$ cat src/rtl/rib_xbar_rr_if.sv
// Bus bundle for rib_xbar_rr. The master modport is the environment view (requesters plus slave read data);
// the slave modport is the crossbar's view.
interface rib_xbar_rr_if #(
    parameter int NUM_M  = 4,
    parameter int NUM_S  = 6,
    parameter int ADDR_W = 32,
    parameter int DATA_W = 32
);
    logic [NUM_M-1:0]        m_req_i;
    logic [NUM_M-1:0]        m_we_i;
    logic [NUM_M*ADDR_W-1:0] m_addr_i;
    logic [NUM_M*DATA_W-1:0] m_data_i;
    logic [NUM_M*DATA_W-1:0] m_data_o;
    logic [NUM_M-1:0]        m_gnt_o;
    logic [NUM_M-1:0]        m_hold_o;
    logic [ADDR_W-1:0]       s_addr_o;
    logic [DATA_W-1:0]       s_data_o;
    logic [NUM_S-1:0]        s_we_o;
    logic [NUM_S*DATA_W-1:0] s_data_i;
    logic                    dec_err_o;

    modport master (
        output m_req_i, m_we_i, m_addr_i, m_data_i, s_data_i,
        input  m_data_o, m_gnt_o, m_hold_o, s_addr_o, s_data_o, s_we_o, dec_err_o
    );

    modport slave (
        input  m_req_i, m_we_i, m_addr_i, m_data_i, s_data_i,
        output m_data_o, m_gnt_o, m_hold_o, s_addr_o, s_data_o, s_we_o, dec_err_o
    );
endinterface

$ cat src/rtl/rib_xbar_rr.sv
// N-master to M-slave RIB crossbar with round-robin arbitration, bounded ownership and address decode.
// Optional decode-error capture log enabled by defining RIB_DECERR_LOG_EN.
module rib_xbar_rr #(
    parameter int NUM_M    = 4,
    parameter int NUM_S    = 6,
    parameter int ADDR_W   = 32,
    parameter int DATA_W   = 32,
    parameter int SEL_W    = 4,
    parameter int MAX_HOLD = 8
) (
    input  logic                     clk,
    input  logic                     rst,
`ifdef RIB_DECERR_LOG_EN
    input  logic                     err_clr_i,
    output logic                     err_vld_o,
    output logic [$clog2(NUM_M)-1:0] err_mst_o,
    output logic [ADDR_W-1:0]        err_addr_o,
`endif
    rib_xbar_rr_if.slave             bus
);
    localparam int OW = $clog2(NUM_M);
    localparam int CW = (MAX_HOLD > 1) ? $clog2(MAX_HOLD) : 1;
    localparam logic [CW-1:0]     CNT_ONE  = CW'(1'b1);
    localparam logic [ADDR_W-1:0] OFF_MASK = {{SEL_W{1'b0}}, {(ADDR_W-SEL_W){1'b1}}};

    logic [OW-1:0] owner_q, owner_d;
    logic [OW-1:0] ptr_q, ptr_d;
    logic          owned_q, owned_d;
    logic [CW-1:0] cnt_q, cnt_d;

    logic [NUM_M-1:0]        req_s;
    logic [NUM_M-1:0]        gnt_s;
    logic [OW:0]             pick_s;
    logic [OW-1:0]           gidx_s;
    logic                    gvld_s;
    logic                    others_s;
    logic                    lock_s;
    logic [ADDR_W-1:0]       gaddr_s;
    logic [SEL_W-1:0]        sel_s;
    logic [NUM_S-1:0]        hit_s;
    logic [NUM_S-1:0]        swe_s;
    logic [DATA_W-1:0]       rd_s;
    logic [NUM_M*DATA_W-1:0] mdata_s;
    logic                    dec_err_s;

    // First requester at or after start, wrapping; result is {found, index}.
    function automatic logic [OW:0] rr_pick(input logic [NUM_M-1:0] req, input logic [OW-1:0] start);
        logic [OW:0] res;
        int          c;
        res = '0;
        for (int k = NUM_M - 1; k >= 0; k--) begin
            c = (int'(start) + k) % NUM_M;
            if (req[c]) begin
                res = {1'b1, OW'(c)};
            end else begin
                res = res;
            end
        end
        return res;
    endfunction

    // Reset masks every request so all grant-derived outputs read zero while rst is high
    assign req_s = rst ? '0 : bus.m_req_i;

    // Arbitration: keep the current owner while its run is open, else round-robin scan
    always_comb begin
        others_s = 1'b0;
        for (int i = 0; i < NUM_M; i++) begin
            others_s = others_s | (req_s[i] & (OW'(i) != owner_q));
        end
        lock_s = owned_q & req_s[owner_q] & ((int'(cnt_q) < (MAX_HOLD - 32'sd1)) | ~others_s);
        pick_s = rr_pick(req_s, ptr_q);
        if (lock_s) begin
            gidx_s = owner_q;
            gvld_s = 1'b1;
        end else begin
            gidx_s = pick_s[OW-1:0];
            gvld_s = pick_s[OW];
        end
        gnt_s = '0;
        for (int i = 0; i < NUM_M; i++) begin
            gnt_s[i] = gvld_s & (gidx_s == OW'(i));
        end
    end

    // Decode the granted address and route write strobe and read data
    always_comb begin
        gaddr_s = bus.m_addr_i[int'(gidx_s)*ADDR_W +: ADDR_W];
        sel_s   = gaddr_s[ADDR_W-1 -: SEL_W];
        rd_s    = '0;
        hit_s   = '0;
        swe_s   = '0;
        for (int j = 0; j < NUM_S; j++) begin
            hit_s[j] = gvld_s & (sel_s == SEL_W'(j));
            swe_s[j] = hit_s[j] & bus.m_we_i[gidx_s];
            rd_s     = rd_s | ({DATA_W{hit_s[j]}} & bus.s_data_i[j*DATA_W +: DATA_W]);
        end
        dec_err_s = gvld_s & (int'(sel_s) >= NUM_S);
        mdata_s   = '0;
        for (int i = 0; i < NUM_M; i++) begin
            mdata_s[i*DATA_W +: DATA_W] = {DATA_W{gnt_s[i]}} & rd_s;
        end
    end

    assign bus.m_gnt_o   = gnt_s;
    assign bus.m_hold_o  = req_s & ~gnt_s;
    assign bus.s_we_o    = swe_s;
    assign bus.dec_err_o = dec_err_s;
    assign bus.m_data_o  = mdata_s;
    assign bus.s_addr_o  = gvld_s ? (gaddr_s & OFF_MASK) : '0;
    assign bus.s_data_o  = gvld_s ? bus.m_data_i[int'(gidx_s)*DATA_W +: DATA_W] : '0;

    // Next state: a new owner restarts its run and moves the scan start just past itself
    always_comb begin
        owned_d = |req_s;
        owner_d = owner_q;
        cnt_d   = '0;
        ptr_d   = ptr_q;
        if (gvld_s) begin
            owner_d = gidx_s;
            if (owned_q && (gidx_s == owner_q)) begin
                cnt_d = others_s ? (cnt_q + CNT_ONE) : '0;
            end else begin
                ptr_d = OW'((int'(gidx_s) + 32'sd1) % NUM_M);
            end
        end else begin
            owner_d = owner_q;
        end
    end

    // Arbitration state register
    always_ff @(posedge clk) begin
        if (rst) begin
            owner_q <= '0;
            owned_q <= 1'b0;
            cnt_q   <= '0;
            ptr_q   <= '0;
        end else begin
            owner_q <= owner_d;
            owned_q <= owned_d;
            cnt_q   <= cnt_d;
            ptr_q   <= ptr_d;
        end
    end

`ifdef RIB_DECERR_LOG_EN
    logic              err_vld_q, err_vld_d;
    logic [OW-1:0]     err_mst_q, err_mst_d;
    logic [ADDR_W-1:0] err_addr_q, err_addr_d;

    // Capture only the first error; a clear in the same cycle as a new error re-arms and captures it
    always_comb begin
        err_vld_d  = err_vld_q;
        err_mst_d  = err_mst_q;
        err_addr_d = err_addr_q;
        if (dec_err_s && (!err_vld_q || err_clr_i)) begin
            err_vld_d  = 1'b1;
            err_mst_d  = gidx_s;
            err_addr_d = gaddr_s;
        end else if (err_clr_i) begin
            err_vld_d  = 1'b0;
            err_mst_d  = '0;
            err_addr_d = '0;
        end else begin
            err_vld_d  = err_vld_q;
        end
    end

    // Error log register
    always_ff @(posedge clk) begin
        if (rst) begin
            err_vld_q  <= 1'b0;
            err_mst_q  <= '0;
            err_addr_q <= '0;
        end else begin
            err_vld_q  <= err_vld_d;
            err_mst_q  <= err_mst_d;
            err_addr_q <= err_addr_d;
        end
    end

    assign err_vld_o  = err_vld_q;
    assign err_mst_o  = err_mst_q;
    assign err_addr_o = err_addr_q;
`endif
endmodule

$ cat src/flat_wrapper.sv
// flat-port wrapper written by rule: the top's interface ports become plain ports
module rib_xbar_rr_flat 
#(
    parameter int NUM_M    = 4,
    parameter int NUM_S    = 6,
    parameter int ADDR_W   = 32,
    parameter int DATA_W   = 32,
    parameter int SEL_W    = 4,
    parameter int MAX_HOLD = 8
)
  (clk, rst, bus_m_req_i, bus_m_we_i, bus_m_addr_i, bus_m_data_i, bus_s_data_i, bus_m_data_o, bus_m_gnt_o, bus_m_hold_o, bus_s_addr_o, bus_s_data_o, bus_s_we_o, bus_dec_err_o);
  rib_xbar_rr_if #(.NUM_M(NUM_M), .NUM_S(NUM_S), .ADDR_W(ADDR_W), .DATA_W(DATA_W)) bus_i ();
  input  logic clk;
  input  logic rst;
  input wire logic [$bits(bus_i.m_req_i)-1:0] bus_m_req_i;
  input wire logic [$bits(bus_i.m_we_i)-1:0] bus_m_we_i;
  input wire logic [$bits(bus_i.m_addr_i)-1:0] bus_m_addr_i;
  input wire logic [$bits(bus_i.m_data_i)-1:0] bus_m_data_i;
  input wire logic [$bits(bus_i.s_data_i)-1:0] bus_s_data_i;
  output wire logic [$bits(bus_i.m_data_o)-1:0] bus_m_data_o;
  output wire logic [$bits(bus_i.m_gnt_o)-1:0] bus_m_gnt_o;
  output wire logic [$bits(bus_i.m_hold_o)-1:0] bus_m_hold_o;
  output wire logic [$bits(bus_i.s_addr_o)-1:0] bus_s_addr_o;
  output wire logic [$bits(bus_i.s_data_o)-1:0] bus_s_data_o;
  output wire logic [$bits(bus_i.s_we_o)-1:0] bus_s_we_o;
  output wire logic [$bits(bus_i.dec_err_o)-1:0] bus_dec_err_o;
  assign bus_i.m_req_i = bus_m_req_i;
  assign bus_i.m_we_i = bus_m_we_i;
  assign bus_i.m_addr_i = bus_m_addr_i;
  assign bus_i.m_data_i = bus_m_data_i;
  assign bus_i.s_data_i = bus_s_data_i;
  assign bus_m_data_o = bus_i.m_data_o;
  assign bus_m_gnt_o = bus_i.m_gnt_o;
  assign bus_m_hold_o = bus_i.m_hold_o;
  assign bus_s_addr_o = bus_i.s_addr_o;
  assign bus_s_data_o = bus_i.s_data_o;
  assign bus_s_we_o = bus_i.s_we_o;
  assign bus_dec_err_o = bus_i.dec_err_o;
  rib_xbar_rr #(.NUM_M(NUM_M), .NUM_S(NUM_S), .ADDR_W(ADDR_W), .DATA_W(DATA_W), .SEL_W(SEL_W), .MAX_HOLD(MAX_HOLD)) u_core (.clk(clk), .rst(rst), .bus(bus_i));
endmodule
$ cat config.mk
export PLATFORM = sky130hd
export DESIGN_NAME = rib_xbar_rr_flat
export DESIGN_NICKNAME = d
export VERILOG_FILES = /design/src/rtl/rib_xbar_rr_if.sv /design/src/rtl/rib_xbar_rr.sv /design/src/flat_wrapper.sv
export SDC_FILE = /design/constraint.sdc
export NUM_CORES = 1
export LEC_CHECK = 0
export BUFFER_PORTS_ARGS = -buffer_cell sky130_fd_sc_hd__buf_2
export CORE_AREA = 2 2 260 262
export CTS_BUF_LIST = sky130_fd_sc_hd__clkbuf_16
export CTS_CLUSTER_DIAMETER = 50
export DETAILED_ROUTE_END_ITERATION = 16
export DIE_AREA = 0 0 262 264
export HOLD_SLACK_MARGIN = 0.08
export PLACE_DENSITY_LB_ADDON = 0.3
export RECOVER_POWER = 25
export SYNTH_ARGS = -nofsm -noshare
export SYNTH_HDL_FRONTEND = slang
export SYNTH_SLANG_ARGS = --single-unit
$ cat constraint.sdc
create_clock -name clk -period 4.1 [get_ports clk]
set_input_delay 0.82 -clock clk [delete_from_list [all_inputs] [get_ports clk]]
set_output_delay 0.82 -clock clk [all_outputs]
set_load 0.02 [all_outputs]
# Word level (Yosys, flattened, before mapping)
# Cells that the tools add are included.
# Widths: inputs -> output; s select.
[op_classes]
n_bitwise = 50
n_lt_le_gt_ge = 8
n_addsub = 5
eq_ne = 12
n_shift = 2
n_mul = 0
reduce_logical = 10
n_mux = 24
div = 0
[op_table]
columns = ["cell", "n"]
rows = [
  ["$and 32x32->32", 10],
  ["$shiftx 128x8->32", 2],
  ["$or 32x32->32", 5],
  ["$mux 32", 1],
  ["$mux 28", 1],
  ["$and 1x1->1", 23],
  ["$bmux 1 s2", 6],
  ["$lt 3x4->1 const B", 3],
  ["$mux 3", 4],
  ["$mux 1", 10],
  ["$lt 2x3->1 const B", 3],
  ["$eq 4x2->1 const B", 2],
  ["$eq 4x3->1 const B", 2],
  ["$reduce_or 4->1", 2],
  ["$reduce_or 2->1", 3],
  ["$add 2x1->2 const B", 2],
  ["$add 2x2->2 const B", 2],
  ["$and 4x4->4", 1],
  ["$eq 2x2->1 const B", 2],
  ["$eq 4x1->1 const B", 1],
  ["$ge 4x3->1 const B", 1],
  ["$logic_not 4->1", 1],
  ["$mux 4", 1],
  ["$ne 2x2->1 const A", 2],
  ["other kinds (14)", 21],
]
[totals]
ram_bits = 0
out_inout_bits = 207
romBits = 0
inputBits = 458
word_cells = 115
regBits = 8
n_memories = 0
latch_bits = 0

# Longest topological paths before layout
# Gate-level depths: netlist of run 1.
[depth]
depth_word = 21
depth_mapped = 15
ltp_nobuf = 10

# Worst setup path after synthesis of run 1
# No wires, ideal clock.
[synth_timing]
path_kind = "input to output"
start = "input port rst"
end = "output port bus_m_data_o[106]"
n_path_buf = 5
required_ns = 3.280
arrival_time_ns = 3.802
stages = 15
slack_ns = -0.522
cell_sequence = "buf_2 -> o21bai_1 -> a211oi_1 -> or3_1 -> o21ai_1 -> and2_1 -> buf_2 -> inv_2 -> clkbuf_1 -> ha_1 -> and2_1 -> clkbuf_1 -> nand2_1 -> clkbuf_1 -> o22ai_1"
[synth_between]
word_cells_on_any_way = 58
cone_classes = "eq/ne (6); shift (1); mux (20); bitwise (30); reduce/logical (1)"
[synth_rtl]
columns = ["item", "line_no", "source"]
rows = [
  ["from (decl)", "flat_wrapper.sv:14", "input logic rst;"],
  ["$mux 4 (*)", "rib_xbar_rr.sv:63", "assign req_s = rst ? '0 : bus.m_req_i;"],
  ["$bmux 1 s2 / $and 1x1->1 (equally long branches)", "rib_xbar_rr.sv:53, rib_xbar_rr.sv:69", ""],
  ["$mux 1 (implied by the code) / $or 1x1->1 (equally long branches) (2 in series)", "rib_xbar_rr.sv:53, rib_xbar_rr.sv:69", ""],
  ["$mux 3 / $or 1x1->1 (equally long branches)", "rib_xbar_rr.sv:53, rib_xbar_rr.sv:69", ""],
  ["$mux 3 / $not 1->1 (equally long branches)", "rib_xbar_rr.sv:53, rib_xbar_rr.sv:71", ""],
  ["$mux 3 / $or 1x1->1 (equally long branches)", "rib_xbar_rr.sv:53, rib_xbar_rr.sv:71", ""],
  ["$mux 3 / $and 1x1->1 (equally long branches)", "rib_xbar_rr.sv:53, rib_xbar_rr.sv:71", ""],
  ["$mux 2 (*)", "rib_xbar_rr.sv:73", "if (lock_s) begin"],
  ["named net u_core.gidx_s[1]", "rib_xbar_rr.sv:34", "logic [OW-1:0] gidx_s;"],
  ["$eq 2x2->1 (*)", "rib_xbar_rr.sv:82", "gnt_s[i] = gvld_s & (gidx_s == OW'(i));"],
  ["$and 1x1->1 (*)", "rib_xbar_rr.sv:82", ""],
  ["named net bus_m_gnt_o[3]", "flat_wrapper.sv:21", "output wire logic [$bits(bus_i.m_gnt_o)-1:0] bus_m_gnt_o;"],
  ["$and 32x32->32 (*)", "rib_xbar_rr.sv:101", "mdata_s[i*DATA_W +: DATA_W] = {DATA_W{gnt_s[i]}} & rd_s;"],
  ["to (decl)", "flat_wrapper.sv:20", "output wire logic [$bits(bus_i.m_data_o)-1:0] bus_m_data_o;"],
]
# Mark *: on every way through the listed nets, which the timed path passes. The rest lies on a longest branch. The select of a mux whose other input is x is not followed.

# Worst setup path after layout of run 1
[layout_timing]
start = "input port rst"
end = "output port bus_m_data_o[81]"
[layout_between]
elab_chain_cells = 19
word_cells_on_any_way = 58
cone_classes = "eq/ne (6); shift (1); mux (20); bitwise (30); reduce/logical (1)"
[layout_lines]
columns = ["item", "line_no", "source"]
rows = [
  ["$mux 4 (*)", "rib_xbar_rr.sv:63", ""],
  ["$bmux 1 s2 / $and 1x1->1 (equally long branches)", "rib_xbar_rr.sv:53, rib_xbar_rr.sv:69", ""],
  ["$mux 1 (implied by the code) / $or 1x1->1 (equally long branches) (2 in series)", "rib_xbar_rr.sv:53, rib_xbar_rr.sv:69", ""],
  ["$mux 3 / $or 1x1->1 (equally long branches)", "rib_xbar_rr.sv:53, rib_xbar_rr.sv:69", ""],
  ["$mux 3 / $not 1->1 (equally long branches)", "rib_xbar_rr.sv:53, rib_xbar_rr.sv:71", ""],
  ["$mux 3 / $or 1x1->1 (equally long branches)", "rib_xbar_rr.sv:53, rib_xbar_rr.sv:71", ""],
  ["$mux 3 / $and 1x1->1 (equally long branches)", "rib_xbar_rr.sv:53, rib_xbar_rr.sv:71", ""],
  ["$mux 2", "rib_xbar_rr.sv:73", ""],
  ["$shiftx 128x8->32", "rib_xbar_rr.sv:88", "gaddr_s = bus.m_addr_i[int'(gidx_s)*ADDR_W +: ADDR_W];"],
  ["$eq 4x1->1 / $logic_not 4->1 (equally long branches)", "rib_xbar_rr.sv:94", "hit_s[j] = gvld_s & (sel_s == SEL_W'(j));"],
  ["$and 1x1->1", "rib_xbar_rr.sv:94", ""],
  ["$and 32x32->32", "rib_xbar_rr.sv:96", "rd_s = rd_s | ({DATA_W{hit_s[j]}} & bus.s_data_i[j*DATA_W +: DATA_W]);"],
  ["$or 32x32->32 (5 in series)", "rib_xbar_rr.sv:96", ""],
  ["$and 32x32->32 (*)", "rib_xbar_rr.sv:101", ""],
]
# Every way passes the cells marked *; elsewhere a longest branch is shown, timed or not. The select of a mux whose other input is x is not followed.

==> results.toml, run 1 <==
[power_and_ir_drop]
power_frac_clock_pct = 4.6
p_per_area_mw_per_mm2 = 214
intPower_mw = 1.93
p_sw_mw = 1.67
p_leak_nw = 6.87
p_sw_share_pct = 46.3
combPwrFrac_pct = 92.8
ir_worst_vdd_mv = 0.103
power_frac_seq_pct = 2.6

[critical_path]
crit_type = "input port to output pin"
arrival_ps = 3650
critPathTopFamily = "multiplexers"
start_kind = "input port"
crit_required_ps = 3280
crit_fanout = 10
crit_slowest_cell = "mux4_2"
cp_common_cell = "buf_12"
cp-end-kind = "output pin"
path_cells = "buf_12 -> or2_4 -> a2111o_1 -> and2_4 -> mux2_4 -> o221ai_4 -> o311ai_4 -> buf_12 -> buf_12 -> mux4_2 -> o2bb2ai_4 -> buf_6"
path_buf_inv = 4
cpPeakStageDelay_ps = 590

[sta]
rsz0062_at_grt = "yes"
period_share_pct = 109
finalCriticalPeriod_ps = 4470
max_freq_mhz = 224
max-slew-margin-rel_pct = 52.5
hold_viol = 0
whs_ps = 460
finalClockSkew_ps = 4.23
setup_ws_ps = -366
drv_slew = 0
worstMarginPinSlew_ps = 713
finalSetupViolations = 194

[finish]
area_growth_syn_to_layout_pct = 216
regArea_um2 = 160
num-nets-final = 1833
stdcell_area_mm2 = 0.0168
drive_above_1_share_pct = 93.1
multi_input_area_mm2 = 0.00800
fillers = 7035

[placement]
place_ws_ps = -818
dpl_cell_area_mm2 = 0.0133
hpwl_um = 44300
place_congestion = 0.934
port_buffers = 660

[logic_synthesis]
synth_cells = 564
netlist_area_mm2 = 0.00534
synth_commonest_cells = "mux4_2 (81), o2bb2ai_1 (80), and2_1 (72)"
yosysTopAreaCell = "mux4_2"
yosysMostFrequentCell = "mux4_2"
synth-main-ff-cell = "dfxtp_1"
ys_types = 50
synth_edf_count = 0
async_flop_share_pct = 0
synth_area_leaders = "mux4_2 (34%), o2bb2ai_1 (13%), and2_1 (8.4%), mux2i_1 (7.7%), o22ai_1 (5.7%)"
synth.avg_cell_area_um2 = 9.46
yosysTopAreaCellShare_pct = 34.2
synth_seq_area_share_pct = 3.00
synth-seq-cells = 8
ys_warn_count = 0

[flow_run]
maxCapViolCount = 0

[detailed_routing]
vias_per_cell = 3.90
via_count = 8761
wl_per_cell_um = 24.0
drt-pass1-iter-count = 4
drt_wl_total_um = 53900
first_iter_violations = 353
drcViolationCount = 0
drtAntennaViolNets = 0

[global_routing]
grt_max_degree = 63
grt_overflow = 0
grt_pass1_vias = 9579
antenna_found_initial = 17
globalRouteTotalUtil_pct = 14.2
grt_pass1_wl_um = 70600

[clock_tree]
clock-sinks = 8
htree_levels = 1
clockBufferDepth = 2
hold_buffers = 0
cts-root-buf = "clkbuf_16"
clock_latency_ps = 230
cts_buffers = 3
cts_tree = "done"
clk_pin_slew_ps = 40

[floorplanning]
die_area_mm2 = 0.0692
rows = 95
ioPinCount = 665
die_y_um = 264
core_area_mm2 = 0.0666
chipWidth_um = 262
start_util_pct = 8.02

[run_status]
violations = "negative setup slack"
run_status = "complete, but fails checks"

[min_path]
min_path_type = "flop to flop"
state kept, by name, indices dropped and copies added, names as in the netlist:
name and cells:
u_core.cnt_q 3, u_core.ptr_q 2, u_core.owner_q 2, u_core.owned_q 1
cells in the final DEF (no fill, tap or decap), drive strengths merged, types with 8 or more instances in the layout:
cell type,instances
a22oi,12
a2bb2oi,12
and2,72
buf,861
clkbuf,12
dfxtp,8
inv,8
mux2,14
mux2i,41
mux4,81
nand2,22
nand3,8
nor2,17
nor2b,8
o21ai,10
o22ai,49
o2bb2ai,80
cells by family after synthesis:
kind of cell             Yosys count  share of synthesized area (%)
AND/OR/NAND/NOR                  142                           14.9
adder cells (fa/ha/maj)            5                           1.17
flip-flops                         8                           3.00
other                              1                         0.0703
AO/OA/AOI/OAI                    188                           28.5
XOR/XNOR                           3                          0.492
multiplexers                     136                           44.8
buffers and inverters             81                           7.08
worst paths after layout:
check | depth (start not counted) | start | endpoint | slack (ps)
worst max-delay path | 12 | rst | bus_m_data_o[81] | -370
worst min-delay path | 1 | u_core.cnt_q[0] | u_core.cnt_q[0] | 460
worst max register to register | 12 | u_core.owner_q[0] | u_core.ptr_q[1] | 1540
worst min register to register | 1 | u_core.cnt_q[0] | u_core.cnt_q[0] | 460
metal layers:
metal  up-vias  track usage, %  routed length [um]  share of wire [%]
met4        12            2.26                1070                2.0
met1      4258            15.7               19500                 36
li1       3963               -                   -                  -
met2       469            28.2               29900                 55
met3        59            2.21                3390                6.3
met5         -               0                  90               0.17
metrics by stage:
step | instances | TNS [ps] | power, mW | utilization (%)
2_1_floorplan | 567 | -1300 | 1.58 | -
3_3_place_gp | 2169 | -100080 | 2.58 | 19.9
3_5_place_dp | 2169 | -101230 | 2.60 | 19.9
4_1_cts | 2225 | -48570 | 3.48 | 24.0
5_1_grt | 2243 | -67070 | 3.78 | 25.3
6_report | 2246 | -45770 | 3.60 | 25.3
what timing repair did:
action                     in CTS  in global routing
gates cloned                   11                 10
pin swaps                      94                 85
setup endpoints to repair     195                195
buffers inserted               43                 12
resized for setup             566                115
worst reg2reg max path: stages, from the launching register on:
cell	delay (ps)
dfxtp_1	530
mux2i_4	330
a211oi_4	100
nor3_4	300
buf_6	150
a21oi_4	60
buf_6	140
nor2_4	180
inv_1	80
buf_4	130
ha_1	280
mux2i_1	130
nor2_1	50
area by class of cell:
| class | count | area share [%] |
|---|---|---|
| Antenna cell | 5 | 0.0743 |
| Clock buffer | 3 | 0.446 |
| Inverter | 8 | 0.178 |
| Multi-Input combinational cell | 478 | 47.5 |
| Sequential cell | 8 | 0.950 |
| Tap cell | 873 | 6.48 |
| Timing Repair Buffer | 871 | 44.4 |
power groups by stage:
stage | registers [mW] | logic [mW] | clock network, mW
after CTS | 0.0924 | 3.22 | 0.167
after global placement | 0.0916 | 2.49 | 0
after detailed placement | 0.0918 | 2.51 | 0
after floorplan | 0.0894 | 1.49 | 0
final | 0.0928 | 3.34 | 0.166
after global routing | 0.0937 | 3.51 | 0.174
Power figures use the tool's default switching activity.
==> run 2, diff against run 1 <==
- SKIP_CTS_REPAIR_TIMING: unset -> 1
==> run 2 against run 1 <==
Compared with the run above: the run still ends with negative setup slack left; combinational power decreased by 6.3%; sequential cell count unchanged; sequential share of layout area about the same; first-iteration DRC count decreased by 11%; clock-buffer cell count unchanged; core utilization decreased by 1.2 points; hold slack got worse by 4.3 ps; register-to-register slack improved by 50 ps; die area unchanged; clock power about the same.
==> results.toml, run 2 (synthesis results as in run 1) <==
[floorplanning]
ioPinCount = 665
core_area_mm2 = 0.0666
chipWidth_um = 262
die_area_mm2 = 0.0692
start_util_pct = 8.02
die_y_um = 264
rows = 95

[clock_tree]
clock-sinks = 8
clock_latency_ps = 230
clockBufferDepth = 2
clk_pin_slew_ps = 40
htree_levels = 1
cts-root-buf = "clkbuf_16"
cts_buffers = 3
cts_tree = "done"

[critical_path]
cp-startpoint = "rst"
crit_required_ps = 3280
path_buf_inv = 4
r2r_setup_slack_ps = 1590
cpPeakStageDelay_ps = 570
path_cells = "buf_12 -> or2_4 -> a2111o_1 -> and2_4 -> mux2_4 -> o221ai_4 -> o311ai_4 -> buf_12 -> clkbuf_16 -> mux4_2 -> o2bb2ai_2 -> buf_6"
r2r-end = "u_core.ptr_q[1]"
crit_slowest_cell = "mux4_2"
crit_fanout = 6
crit_type = "input port to output pin"
cp_common_cell = "buf_12"
start_kind = "input port"
r2r_start = "u_core.owner_q[0]"
arrival_ps = 3620
critPathTopFamily = "multiplexers"
cp-end-kind = "output pin"
ff2ff_path_depth = 12

[min_path]
min_path_type = "flop to flop"
hp-start = "u_core.cnt_q[0]"
hold_end = "u_core.cnt_q[0]"
hold_depth = 1

[detailed_routing]
via_count = 8768
drt-pass1-iter-count = 4
wl_per_cell_um = 24.1
drcViolationCount = 0
met2_length_um = 29800
drt_wl_total_um = 53800
routed-wl-met3_um = 3120
drtAntennaViolNets = 0
top_layer_used = "met5"
wl_met1_um = 19700
first_iter_violations = 315
vias_per_cell = 3.93

[placement]
dp_cells = 2169
hpwl_um = 44300
place_ws_ps = -818
port_buffers = 660
place_congestion = 0.934

[sta]
max-slew-margin-rel_pct = 16.6
hold_viol = 0
max_freq_mhz = 225
worstMarginPinSlew_ps = 1250
finalCriticalPeriod_ps = 4440
finalClockSkew_ps = 2.87
drv_slew = 0
period_share_pct = 108
whs_ps = 456
rsz0062_at_grt = "yes"
setup_ws_ps = -338
finalSetupViolations = 194

[finish]
finalNonFillerCells = 2232
final_cell_mix = "buf_2 (477), buf_6 (148), buf_4 (142), mux4_2 (81), o2bb2ai_4 (75)"
post-route-util_pct = 24.1
final_common_cell = "buf_2"
num-nets-final = 1818
reg_top3 = "u_core.cnt_q (3), u_core.owner_q (2), u_core.ptr_q (2)"
fillers = 7089
largest_reg_flops = 3
top_register = "u_core.cnt_q"
drive_above_1_share_pct = 91.0
area_growth_syn_to_layout_pct = 201

[global_routing]
grt_pass1_wl_um = 66700
grt_pass1_vias = 9162
grt_max_degree = 63
grt_overflow = 0
antenna_found_initial = 19
globalRouteTotalUtil_pct = 13.3

[run_status]
run_status = "complete, but fails checks"
violations = "negative setup slack"

[power_and_ir_drop]
ir_worst_vdd_mv = 0.108
p_per_area_mw_per_mm2 = 211
p_leak_nw = 6.73
finalPower_mw = 3.38

[flow_run]
maxCapViolCount = 0
-- run 2: cell types whose count changed in the layout (fill, tap and decap cells not counted), sizes merged --
cell,delta
buf,-24
clkbuf,+10
bufbuf,-1
diode,+1
-- run 2: through the flow --
| step | instance area, um2 | TNS, ps |
|---|---|---|
| after floorplan | 7820 | -1300 |
| after global placement | 13300 | -100080 |
| after detailed placement | 13300 | -101230 |
| after CTS | 13300 | -101340 |
| after global routing | 16100 | -63700 |
| final | 16100 | -42060 |
-- run 2: worst max-delay path by stage --
stage | slack (ps) | to | cells after the start
after floorplan | -60 | bus_m_data_o[14] | 11
after CTS | -810 | bus_m_data_o[92] | 13
after detailed placement | -820 | bus_m_data_o[92] | 13
after global placement | -830 | bus_m_data_o[92] | 13
final | -340 | bus_m_data_o[24] | 12
after global routing | -440 | bus_m_data_o[25] | 15
-- run 2: routing by layer --
metal,global-route usage [%],vias up
met4,1.74,10
met2,26.5,482
li1,-,3923
met3,1.55,62
met5,0,-
met1,15.0,4291
-- run 2: power breakdown --
group          leakage, nW  internal, mW  total (mW)  switching [mW]
clock               0.0370         0.126       0.167          0.0409
combinational         6.63          1.58        3.13            1.54
sequential          0.0656        0.0846      0.0920         0.00738
-- run 2: area by class of cell --
type	instances	area [um2]	share of cell area, %
Antenna cell	6	15.0	0.0935
Clock buffer	3	75.1	0.467
Inverter	8	30.0	0.187
Multi-Input combinational cell	478	7770	48.4
Sequential cell	8	160	0.997
Tap cell	873	1090	6.80
Timing Repair Buffer	856	6920	43.1
-- run 2: worst reg2reg max path, cell delays in order, from the launching register on --
cell      delay [ps]
dfxtp_1          520
mux2i_4          330
a211oi_4         100
nor3_4           290
buf_6            150
a21oi_4           60
buf_4            160
nor2_4           130
inv_1             80
buf_4            130
ha_1             280
mux2i_1          120
nor2_1            50
==> run 3, diff against run 2 <==
==> constraint.sdc (replaced) <==
create_clock -name clk -period 4.1 [get_ports clk]
set_input_delay 0.82 -clock clk [delete_from_list [all_inputs] [get_ports clk]]
set_output_delay 0.82 -clock clk [all_outputs]
set_load 0.1 [all_outputs]
==> run 3 against run 2 <==
Compared with the run above: the run still ends with negative setup slack left; register-to-register slack got worse by 180 ps; first-iteration DRC count is 5.1% lower; hold slack worse by 9.2 ps; routed wire length down 8.4%; sequential share of layout area decreased by 0.12 points; critical path depth grew 3; via count is 0.42% lower; design area rose by 14%; clock power about the same; maximum frequency fell by 5.0%; largest power group unchanged.
==> results.toml, run 3 (synthesis results as in run 1) <==
[critical_path]
crit_type = "input port to output pin"
r2r_start = "u_core.owner_q[0]"
r2r_setup_slack_ps = 1410
cp-end-kind = "output pin"
crit_required_ps = 3280
start_kind = "input port"
r2r-end = "u_core.owner_q[1]"
crit_fanout = 7
ff2ff_path_depth = 14
arrival_ps = 3850

[sta]
drv_slew = 0
setup_ws_ps = -574
finalCriticalPeriod_ps = 4670
finalSetupViolations = 193
rsz0062_at_grt = "yes"
whs_ps = 447
max-slew-margin-rel_pct = 19.9
hold_viol = 0
finalClockSkew_ps = 1.66
period_share_pct = 114
max_freq_mhz = 214
worstMarginPinSlew_ps = 1200

[global_routing]
grt_pass1_vias = 9252
antenna_found_initial = 11
grt_overflow = 0
grt_max_degree = 64
grt_pass1_wl_um = 62600
globalRouteTotalUtil_pct = 12.3

[placement]
port_buffers = 660
place_congestion = 0.908
hpwl_um = 40300
place_ws_ps = -712

[run_status]
run_status = "complete, but fails checks"
violations = "negative setup slack"

[floorplanning]
die_y_um = 264
chipWidth_um = 262
core_area_mm2 = 0.0666
start_util_pct = 8.02
ioPinCount = 665
rows = 95
die_area_mm2 = 0.0692

[clock_tree]
cts_tree = "done"
htree_levels = 1
cts-root-buf = "clkbuf_16"
clock-sinks = 8
clockBufferDepth = 2
clk_pin_slew_ps = 40
clock_latency_ps = 230
cts_buffers = 3

[finish]
largest_reg_flops = 3
final_cell_mix = "buf_2 (452), buf_12 (242), buf_4 (113), mux4_2 (81), o2bb2ai_4 (80)"
top_register = "u_core.cnt_q"
fillers = 6922
num-nets-final = 1833
drive_above_1_share_pct = 92.6
area_growth_syn_to_layout_pct = 244
final_common_cell = "buf_2"
reg_top3 = "u_core.cnt_q (3), u_core.owner_q (2), u_core.ptr_q (2)"

[min_path]
hp-start = "u_core.cnt_q[0]"
hold_end = "u_core.cnt_q[0]"
hold_depth = 1
min_path_type = "flop to flop"

[detailed_routing]
via_count = 8731
wl_per_cell_um = 21.9
drt-pass1-iter-count = 4
drcViolationCount = 0
first_iter_violations = 299
vias_per_cell = 3.89
drt_wl_total_um = 49300
drtAntennaViolNets = 0

[power_and_ir_drop]
combPwrFrac_pct = 93.9
intPower_mw = 1.97
power_frac_seq_pct = 2.2
p_sw_share_pct = 53.4
p_leak_nw = 7.31
p_per_area_mw_per_mm2 = 231
power_frac_clock_pct = 3.9
p_sw_mw = 2.26
ir_worst_vdd_mv = 0.141

[flow_run]
maxCapViolCount = 0
==> run 3: how the worst max path moves through the flow <==
stage                   start                 to  slack (ps)  depth (start not counted)
4_1_cts        bus_m_req_i[0]   bus_m_data_o[17]        -720                         13
6_report       bus_m_req_i[3]   bus_m_data_o[26]        -570                         15
3_5_place_dp   bus_m_req_i[0]   bus_m_data_o[17]        -710                         13
2_1_floorplan  bus_m_req_i[0]  bus_m_data_o[116]        -350                         12
3_3_place_gp   bus_m_req_i[0]   bus_m_data_o[17]        -730                         13
5_1_grt        bus_m_req_i[3]   bus_m_data_o[17]        -630                         15
==> run 3: area by class of cell <==
type | instances | area (um2) | area share (%)
Timing Repair Buffer | 871 | 8960 | 48.8
Multi-Input combinational cell | 478 | 8020 | 43.7
Tap cell | 873 | 1090 | 5.95
Sequential cell | 8 | 160 | 0.873
Clock buffer | 3 | 75.1 | 0.409
Inverter | 8 | 32.5 | 0.177
Antenna cell | 6 | 15.0 | 0.0818
==> run 3: per-layer routing <==
| metal | GRT usage (%) | part of all wire (%) | vias up |
|---|---|---|---|
| met5 | 0 | 0.047 | - |
| met4 | 3.48 | 2.7 | 4 |
| met3 | 2.67 | 7.6 | 57 |
| met2 | 21.8 | 52 | 447 |
| met1 | 14.8 | 38 | 4259 |
| li1 | - | - | 3964 |
==> run 3: through the flow <==
step                      cells  utilization (%)  area (um2)  TNS [ps]  total power, mW
final                      2247             27.6       18400    -69790             4.23
after global routing       2245             27.6       18300    -90000             4.41
after CTS                  2184             25.0       16700   -101550             3.82
after detailed placement   2181             24.9       16600    -99850             3.65
after global placement     2181             24.9       16600   -102540             3.64
after floorplan             567                -        8710    -39680             2.42
==> run 3: power by group through the flow <==
stage | sequential, mW | combinational [mW] | clock [mW]
2_1_floorplan | 0.0894 | 2.33 | 0
3_3_place_gp | 0.0916 | 3.54 | 0
3_5_place_dp | 0.0921 | 3.56 | 0
4_1_cts | 0.0908 | 3.57 | 0.166
5_1_grt | 0.0932 | 4.14 | 0.174
6_report | 0.0924 | 3.98 | 0.165
==> run 3: critical path, stage by stage <==
cell and delay (ps):
buf_8 110, buf_6 120, o21bai_4 160, a211oi_4 60
nor3_4 400, buf_6 160, a21o_1 200, a32oi_1 150
a32o_4 360, buf_8 170, buf_12 150, clkbuf_16 160
mux4_2 430, o2bb2ai_4 190, buf_12 180
